`src/rtl/matmul_pkg.sv`:
```
// Shared definitions for the matrix-multiply operand streamers: default sizes,
// stream state encoding and the flat-matrix element offset helper.
package matmul_pkg;

    localparam int unsigned MATMUL_N = 2;
    localparam int unsigned MATMUL_W = 3;

    typedef enum logic {
        IDLE,
        STREAM
    } mm_state_e;

    // Bit offset of element (r,c) inside a row-major flat N x N matrix of W-bit elements.
    function automatic int unsigned elem_lsb(input int unsigned r, input int unsigned c,
                                             input int unsigned n, input int unsigned w);
        return (r * n + c) * w;
    endfunction

endpackage

```
`src/rtl/mm_idx_counter.sv`:
```
// Three cascaded wrap counters (k fastest, then j, then i) walking the N^3 multiply order.
// Shared by the A- and B-operand streamers.
module mm_idx_counter
    import matmul_pkg::*;
#(
    parameter int unsigned N = MATMUL_N,
    localparam int unsigned CW = $clog2(N)
) (
    input  logic          clk,
    input  logic          rst,
    input  logic          i_clear,
    input  logic          i_advance,
    output logic [CW-1:0] o_k,
    output logic [CW-1:0] o_j,
    output logic [CW-1:0] o_i,
    output logic          o_k_wrap,
    output logic          o_j_wrap,
    output logic          o_last
);

    logic [CW-1:0] r_k;
    logic [CW-1:0] r_j;
    logic [CW-1:0] r_i;
    logic [CW-1:0] w_k_next;
    logic [CW-1:0] w_j_next;
    logic [CW-1:0] w_i_next;
    logic          w_k_max;
    logic          w_j_max;
    logic          w_i_max;

    assign w_k_max = (r_k == CW'(N - 1));
    assign w_j_max = (r_j == CW'(N - 1));
    assign w_i_max = (r_i == CW'(N - 1));

    always_comb begin
        w_k_next = r_k;
        w_j_next = r_j;
        w_i_next = r_i;
        if (i_clear) begin
            w_k_next = '0;
            w_j_next = '0;
            w_i_next = '0;
        end else if (i_advance) begin
            w_k_next = w_k_max ? '0 : r_k + 1'b1;
            if (w_k_max) begin
                w_j_next = w_j_max ? '0 : r_j + 1'b1;
                if (w_j_max) begin
                    w_i_next = w_i_max ? '0 : r_i + 1'b1;
                end
            end
        end
    end

    always_ff @(posedge clk or posedge rst) begin
        if (rst) begin
            r_k <= '0;
            r_j <= '0;
            r_i <= '0;
        end else begin
            r_k <= w_k_next;
            r_j <= w_j_next;
            r_i <= w_i_next;
        end
    end

    assign o_k      = r_k;
    assign o_j      = r_j;
    assign o_i      = r_i;
    assign o_k_wrap = w_k_max;
    assign o_j_wrap = w_k_max && w_j_max;
    assign o_last   = w_k_max && w_j_max && w_i_max;

endmodule

```
`src/rtl/matrix_b_streamer.sv`:
```
// Captures an N x N matrix B and streams B[k][j] in multiply order (k, then j, then i).
// Optional MATB_TRANSPOSE_EN adds a transpose input that streams B[j][k] instead.
module matrix_b_streamer
    import matmul_pkg::*;
#(
    parameter int unsigned N = MATMUL_N,
    parameter int unsigned W = MATMUL_W,
    localparam int unsigned CW = $clog2(N)
) (
    input  logic             clk,
    input  logic             rst,
    input  logic             load_valid,
    output logic             load_ready,
    input  logic [N*N*W-1:0] matrix_in,
`ifdef MATB_TRANSPOSE_EN
    input  logic             transpose,
`endif
    input  logic             clear,
    output logic             out_valid,
    input  logic             out_ready,
    output logic [W-1:0]     element,
    output logic [CW-1:0]    k_idx,
    output logic [CW-1:0]    col_idx,
    output logic [CW-1:0]    row_idx,
    output logic             last
);

    mm_state_e        r_state;
    mm_state_e        w_state_next;
    logic [N*N*W-1:0] r_matrix;
    logic             w_transpose;
    logic             w_load_fire;
    logic             w_xfer;
    logic             w_cnt_clear;
    logic [CW-1:0]    w_k;
    logic [CW-1:0]    w_j;
    logic [CW-1:0]    w_i;
    logic             w_k_wrap;
    logic             w_j_wrap;
    logic             w_last;
    logic             w_unused_wrap;
    logic [CW-1:0]    w_sel_row;
    logic [CW-1:0]    w_sel_col;
    logic [W-1:0]     w_elems [N][N];

    // clear in IDLE blocks the load even though load_ready is up.
    assign w_load_fire = load_valid && (r_state == IDLE) && !clear;
    assign w_xfer      = (r_state == STREAM) && out_ready && !clear;
    assign w_cnt_clear = w_load_fire || ((r_state == STREAM) && clear);

    always_ff @(posedge clk or posedge rst) begin
        if (rst) begin
            r_matrix <= '0;
        end else if (w_load_fire) begin
            r_matrix <= matrix_in;
        end
    end

`ifdef MATB_TRANSPOSE_EN
    logic r_transpose;

    always_ff @(posedge clk or posedge rst) begin
        if (rst) begin
            r_transpose <= 1'b0;
        end else if (w_load_fire) begin
            r_transpose <= transpose;
        end
    end

    assign w_transpose = r_transpose;
`else
    assign w_transpose = 1'b0;
`endif

    mm_idx_counter #(
        .N (N)
    ) u_idx_counter (
        .clk       (clk),
        .rst       (rst),
        .i_clear   (w_cnt_clear),
        .i_advance (w_xfer),
        .o_k       (w_k),
        .o_j       (w_j),
        .o_i       (w_i),
        .o_k_wrap  (w_k_wrap),
        .o_j_wrap  (w_j_wrap),
        .o_last    (w_last)
    );

    // Wrap flags are consumed by the A-side streamer only.
    assign w_unused_wrap = w_k_wrap ^ w_j_wrap;

    for (genvar r = 0; r < N; r++) begin : g_row
        for (genvar c = 0; c < N; c++) begin : g_col
            assign w_elems[r][c] = r_matrix[elem_lsb(r, c, N, W) +: W];
        end
    end

    assign w_sel_row = w_transpose ? w_j : w_k;
    assign w_sel_col = w_transpose ? w_k : w_j;

    always_ff @(posedge clk or posedge rst) begin
        if (rst) begin
            r_state <= IDLE;
        end else begin
            r_state <= w_state_next;
        end
    end

    always_comb begin
        w_state_next = r_state;
        case (r_state)
            IDLE: begin
                if (w_load_fire) begin
                    w_state_next = STREAM;
                end
            end
            STREAM: begin
                if (clear) begin
                    w_state_next = IDLE;
                end else if (out_ready && w_last) begin
                    w_state_next = IDLE;
                end
            end
            default: w_state_next = IDLE;
        endcase
    end

    always_comb begin
        load_ready = (r_state == IDLE);
        out_valid  = (r_state == STREAM);
        last       = (r_state == STREAM) && w_last;
        element    = w_elems[w_sel_row][w_sel_col];
        k_idx      = w_k;
        col_idx    = w_j;
        row_idx    = w_i;
    end

endmodule

```
`config.mk`:
```
export PLATFORM = sky130hd
export DESIGN_NAME = matrix_b_streamer
export DESIGN_NICKNAME = d
export VERILOG_FILES = /design/src/rtl/matmul_pkg.sv /design/src/rtl/mm_idx_counter.sv /design/src/rtl/matrix_b_streamer.sv
export SDC_FILE = /design/constraint.sdc
export NUM_CORES = 1
export LEC_CHECK = 0
export ABC_AREA = 1
export ABC_CLOCK_PERIOD_IN_PS = 2800
export CORE_MARGIN = 10
export CORE_UTILIZATION = 49
export DETAILED_ROUTE_END_ITERATION = 16
export GPL_TIMING_DRIVEN = 0
export PLACE_DENSITY_LB_ADDON = 0.15
export SLEW_MARGIN = 20
export SYNTH_ARGS = -nofsm -noshare
export SYNTH_HDL_FRONTEND = slang
export SYNTH_SLANG_ARGS = --single-unit
```
`constraint.sdc`:
```
create_clock -name clk -period 2.8 [get_ports clk]
set_input_delay 0.56 -clock clk [delete_from_list [all_inputs] [get_ports clk]]
set_output_delay 0.56 -clock clk [all_outputs]
set_load 0.005 [all_outputs]
```
Word level (Yosys, flattened, before mapping):

Index checks and enable logic that the tools add are counted.

* bits in read-only memories: 0
* memories: 0
* register bits after elaboration: 16
* input port bits: 17
* latch bits: 0
* RAM bits: 0
* word-level logic and storage cells: 51
* output and inout port bits: 9

* multiply operators: 0
* reduce and logical (&&, ||, !) cells: 16
* multiplexer cells: 22
* bitwise logic cells: 3
* $lt $le $gt $ge: 2
* eq/ne operators: 0
* divide/modulo/power cells: 0
* shift operators: 0
* $add $sub $neg: 3

Operators with widths (count)
* $mux 6: 3
* $mux 1: 15
* $logic_and 1x1->1: 9
* $mux 3: 3
* $reduce_bool 2->1: 3
* $ge 2x2->1 const B: 2
* $not 1->2: 2
* $add 1x1->1 const B: 3
* $reduce_and 3->1: 1
* $pmux 1 s2: 1
* $reduce_and 2->1: 1
* $logic_not 1->1: 1
* $logic_or 1x1->1: 1
* $not 1->1: 1

Logic depth before layout (Yosys ltp):

* depth after elaboration: 7
* depth in mapped cells: 8
* mapped depth without buffers: 8

Hierarchy:

From an unflattened synthesis, not the netlist that was laid out.

* cells, all modules: 122
* area, all modules: 868.3 um^2

Modules (own cells, without submodules)
* matrix_b_streamer: area each 706.9 um^2, times used 1, sequential area each 325.3 um^2, cells each 100
* mm_idx_counter: area each 161.4 um^2, times used 1, sequential area each 75.1 um^2, cells each 22

Worst setup path before layout:

Ideal clock, no wire load.

* path kind: register to output
* from: reg u_idx_counter.r_k (netlist: u_idx_counter.o_k)
* to: out element[0]
* buffers on the path: 1
* slack: 1.398 ns
* data required time: 2.240 ns
* arrival: 0.842 ns
* stages on the path, launching flop included: 5
* cells stage by stage: dfrtp_1 buf_2 inv_2 nor2_1 o22ai_1

* cells in the longest elaborated chain, start to end: 7

Ends and longest elaborated chain
* from (decl): line mm_idx_counter.sv:21 `logic [CW-1:0] r_k;`
* from (signal assigned): line mm_idx_counter.sv:60 `r_k <= w_k_next;`
* $not 1->2 (not written as such): line matrix_b_streamer.sv:133 `element = w_elems[w_sel_row][w_sel_col];`
* $mux 6 (not written as such) (3 in series): line matrix_b_streamer.sv:133
* $mux 3 (not written as such) (3 in series): line matrix_b_streamer.sv:133
* to (decl): line matrix_b_streamer.sv:21 `output logic [W-1:0] element,`

No other way between the ends. The select of a mux whose other input is x is not followed.

Worst setup path in the final report:

* from: reg u_idx_counter.r_k (netlist: u_idx_counter.o_k)
* to: out element[2]

The elaborated chain is that of the path after synthesis.

==> results.md <==
- Detail Route met3 WL: 108 µm
- Post-Syn Area: between 800 and 900 µm²
- RSZ-0062 raised after global routing: no
- Achievable Freq: 422.2 MHz
- Sequential-to-total area share from yosys stat: 0.4585
- Total CTS buffers: 3
- Congestion Overflow GR: 0
- Yosys warnings: 0
- Area Growth Syn to Fin: 36.39%
- Seq cells post-synth: 16
- Most frequent cells in the layout: clkdlybuf4s50_1, nand2_1, inv_1, dfrtp_1, o21ai_2
- Hold Startpoint: r_matrix[6]
- CTS resizes: 0
- Max-slew violation count: 0
- Max-cap viol count: 0
- Final setup viols: 0
- Ports: 26
- Critical path endpoint category: output pin
- Cell variety after synth: 21
- Syn Nets: 117
- Clk slew on worst S/H paths: around 0.1 ns
- Reg2Reg Launch Point: out_valid
- DR WL/cell: around 13 µm
- Crit-path cells: buf_2, inv_2, o21ai_0, o22ai_1, clkdlybuf4s50_1
- Proportion of layout cells with a drive suffix above 1: 0.2248
- Worst hold path depth: 2
- R2r endpoint: r_matrix[9]
- Total Routing Usage GR: 0.1041
- Cell area power density: approximately 830 nW/µm²
- Slew margin rel.: 0.5820
- Die height: 62.22 µm
- Clock root buffer: clkbuf_4
- Detailed Route WL: roughly 2000 µm
- Crit path largest cell delay: ~0.54 ns
- Worst vdd ir: 0.4918 mV
- Max layer used: met4
- Final Hold Viols: 0
- Status: complete, no violations
- Number of buffers and inverters on the critical path: 3
- Crit path arrival time: roughly 1.8 ns
- Worst min path class: reg -> reg
- Largest net degree at the start of global routing: 17
- DR pass1 iterations: 4
- Initial Util: 0.5114
- Worst path slowest cell: clkdlybuf4s50_1
- Clock tree sinks: 16
- Clk_lat worst skew: ~0.30 ns
- Length of routed met2 wiring: approximately 980 µm
- CTS tree: done
- FF-to-FF path depth: 5
- Vias in the first global route: approximately 780
- # diodes: 0
- Clock buffer depth: 2
- Hold Crit Endpoint: r_matrix[6]
- Chip width: ~62 µm
- Core Area: approximately 1700 µm²
- Vias: between 700 and 800
- Commonest non-fill, non-tap cell in the layout: clkdlybuf4s50_1
- Initial antenna violation count: 0
- Vias per Instance: around 4.8
- Slew @ Worst Pin: 0.6263 ns
- DRC Markers: 0
- I/O Buffers: 25
- P_leak: approximately 0.58 nW
- Hold buffer count at CTS: 0
- CP delay by family, top: buffers and inverters
- M1 WL: slightly below 900 µm
- Final core occ: 0.6974
- Final Cycle Share: 0.8459
- Critical Path Source Type: flop
- Mean Syn Cell Area: around 8.7 µm²
- DIE AREA: 3871 µm²
- Placer Congestion: 0.7648
- Site Rows: 15
- DP Wirelength: 1553 µm
- Crit Path Max Fanout: 9
- Setup tns final: 0 ns
- Crit path required time: 2.24 ns
- WS Path Type: reg -> out
- Initial DRC count: 14
- Htree depth: 1
- Internal reg-to-reg setup slack: about 1.7 ns
- Post-route ant nets: 0
- Crit path time final: about 2.4 ns
- Post-layout nets: 147
- Mapped Cells: 100
- Worst Skew: approximately 0.0056 ns
- Global-route wire length before repair: between 3000 and 4000 µm
- Post-CTS setup buffers: 0
## tightest hold or removal path: stages (launching register included)
cell and delay, ns:
dfrtp_1 0.36, nand2_1 0.07, o21ai_2 0.05
## per-layer routing
layer  track usage  vias to the layer above
li1              -                      370
met2        0.1718                       20
met3       0.02509                        2
met4       0.04571                        0
met5             0                        -
met1        0.1241                      353
## synthesized netlist by cell type
library cell  count  share of area
a21oi_1           1         0.0057
buf_2             1         0.0057
buf_6             2          0.026
dfrtp_1          16           0.46
inv_1            16          0.069
inv_2             3          0.013
nand2_1          20          0.086
nand2_2           2          0.014
nand2_4           1          0.013
nand3_1           2          0.011
nand3_2           1          0.011
nand3_4           1          0.020
nor2_1            8          0.034
nor2_4            1          0.013
nor2_8            1          0.023
nor3_1            1         0.0057
o211ai_1          1         0.0086
o21ai_0           6          0.034
o21ai_1           1         0.0057
o21ai_2          12           0.12
o22ai_1           3          0.021
## through the flow
stage / setup slack [ns] / area, µm² / std cells / total power, mW / hold WS, ns
after detailed placement: 0.7779 / 1155 / 150 / 0.8352 / 0.4637
after global placement: 0.8142 / 1155 / 150 / 0.8197 / 0.4618
after CTS: 0.4428 / 1191 / 154 / 0.9949 / 0.4888
after global routing: 0.3454 / 1191 / 154 / 1.060 / 0.5110
final: 0.4316 / 1191 / 154 / 0.9843 / 0.4924
after floorplan: 1.398 / 873.3 / 100 / 0.6232 / 0.4496
## state kept, by name (all words and copies together) (netlist names)
| signal | count |
|---|---|
| out_valid | 1 |
| u_idx_counter.o_i | 1 |
| u_idx_counter.o_j | 1 |
| u_idx_counter.o_k | 1 |
| r_matrix | 12 |
## worst max path at each step
stage / start / end / slack, ns / depth (start not counted)
after global placement: u_idx_counter.o_k / element[0] / 0.81 / 5
after CTS: u_idx_counter.o_k / element[2] / 0.44 / 5
after global routing: u_idx_counter.o_k / element[0] / 0.35 / 5
final: u_idx_counter.o_k / element[2] / 0.43 / 5
after floorplan: u_idx_counter.o_k / element[0] / 1.40 / 4
after detailed placement: u_idx_counter.o_k / element[2] / 0.78 / 5
## cells by family (layout without fill, tap and decap cells)
family	after synthesis	count (layout)	synth area share
AO/OA/AOI/OAI	24	24	0.1963
buffers and inverters	22	51	0.1132
flip-flops	16	16	0.4584
AND/OR/NAND/NOR	38	38	0.2321
## cell type report
class                      count  area [µm²]
tap                           25       31.28
buffer                         3       27.53
clock buffer                   4       36.28
multi-input combinational     62       374.1
timing repair buffer          25       250.2
fill                         146       516.7
inverter                      19       71.32
sequential                    16       400.4
## report_power, final
group	switching (mW)	total, mW	internal (mW)
Clock	0.0801	0.159	0.0793
Combinational	0.230	0.466	0.236
Sequential	0.0506	0.359	0.308
Note: power is estimated with default switching activity, not from simulation.
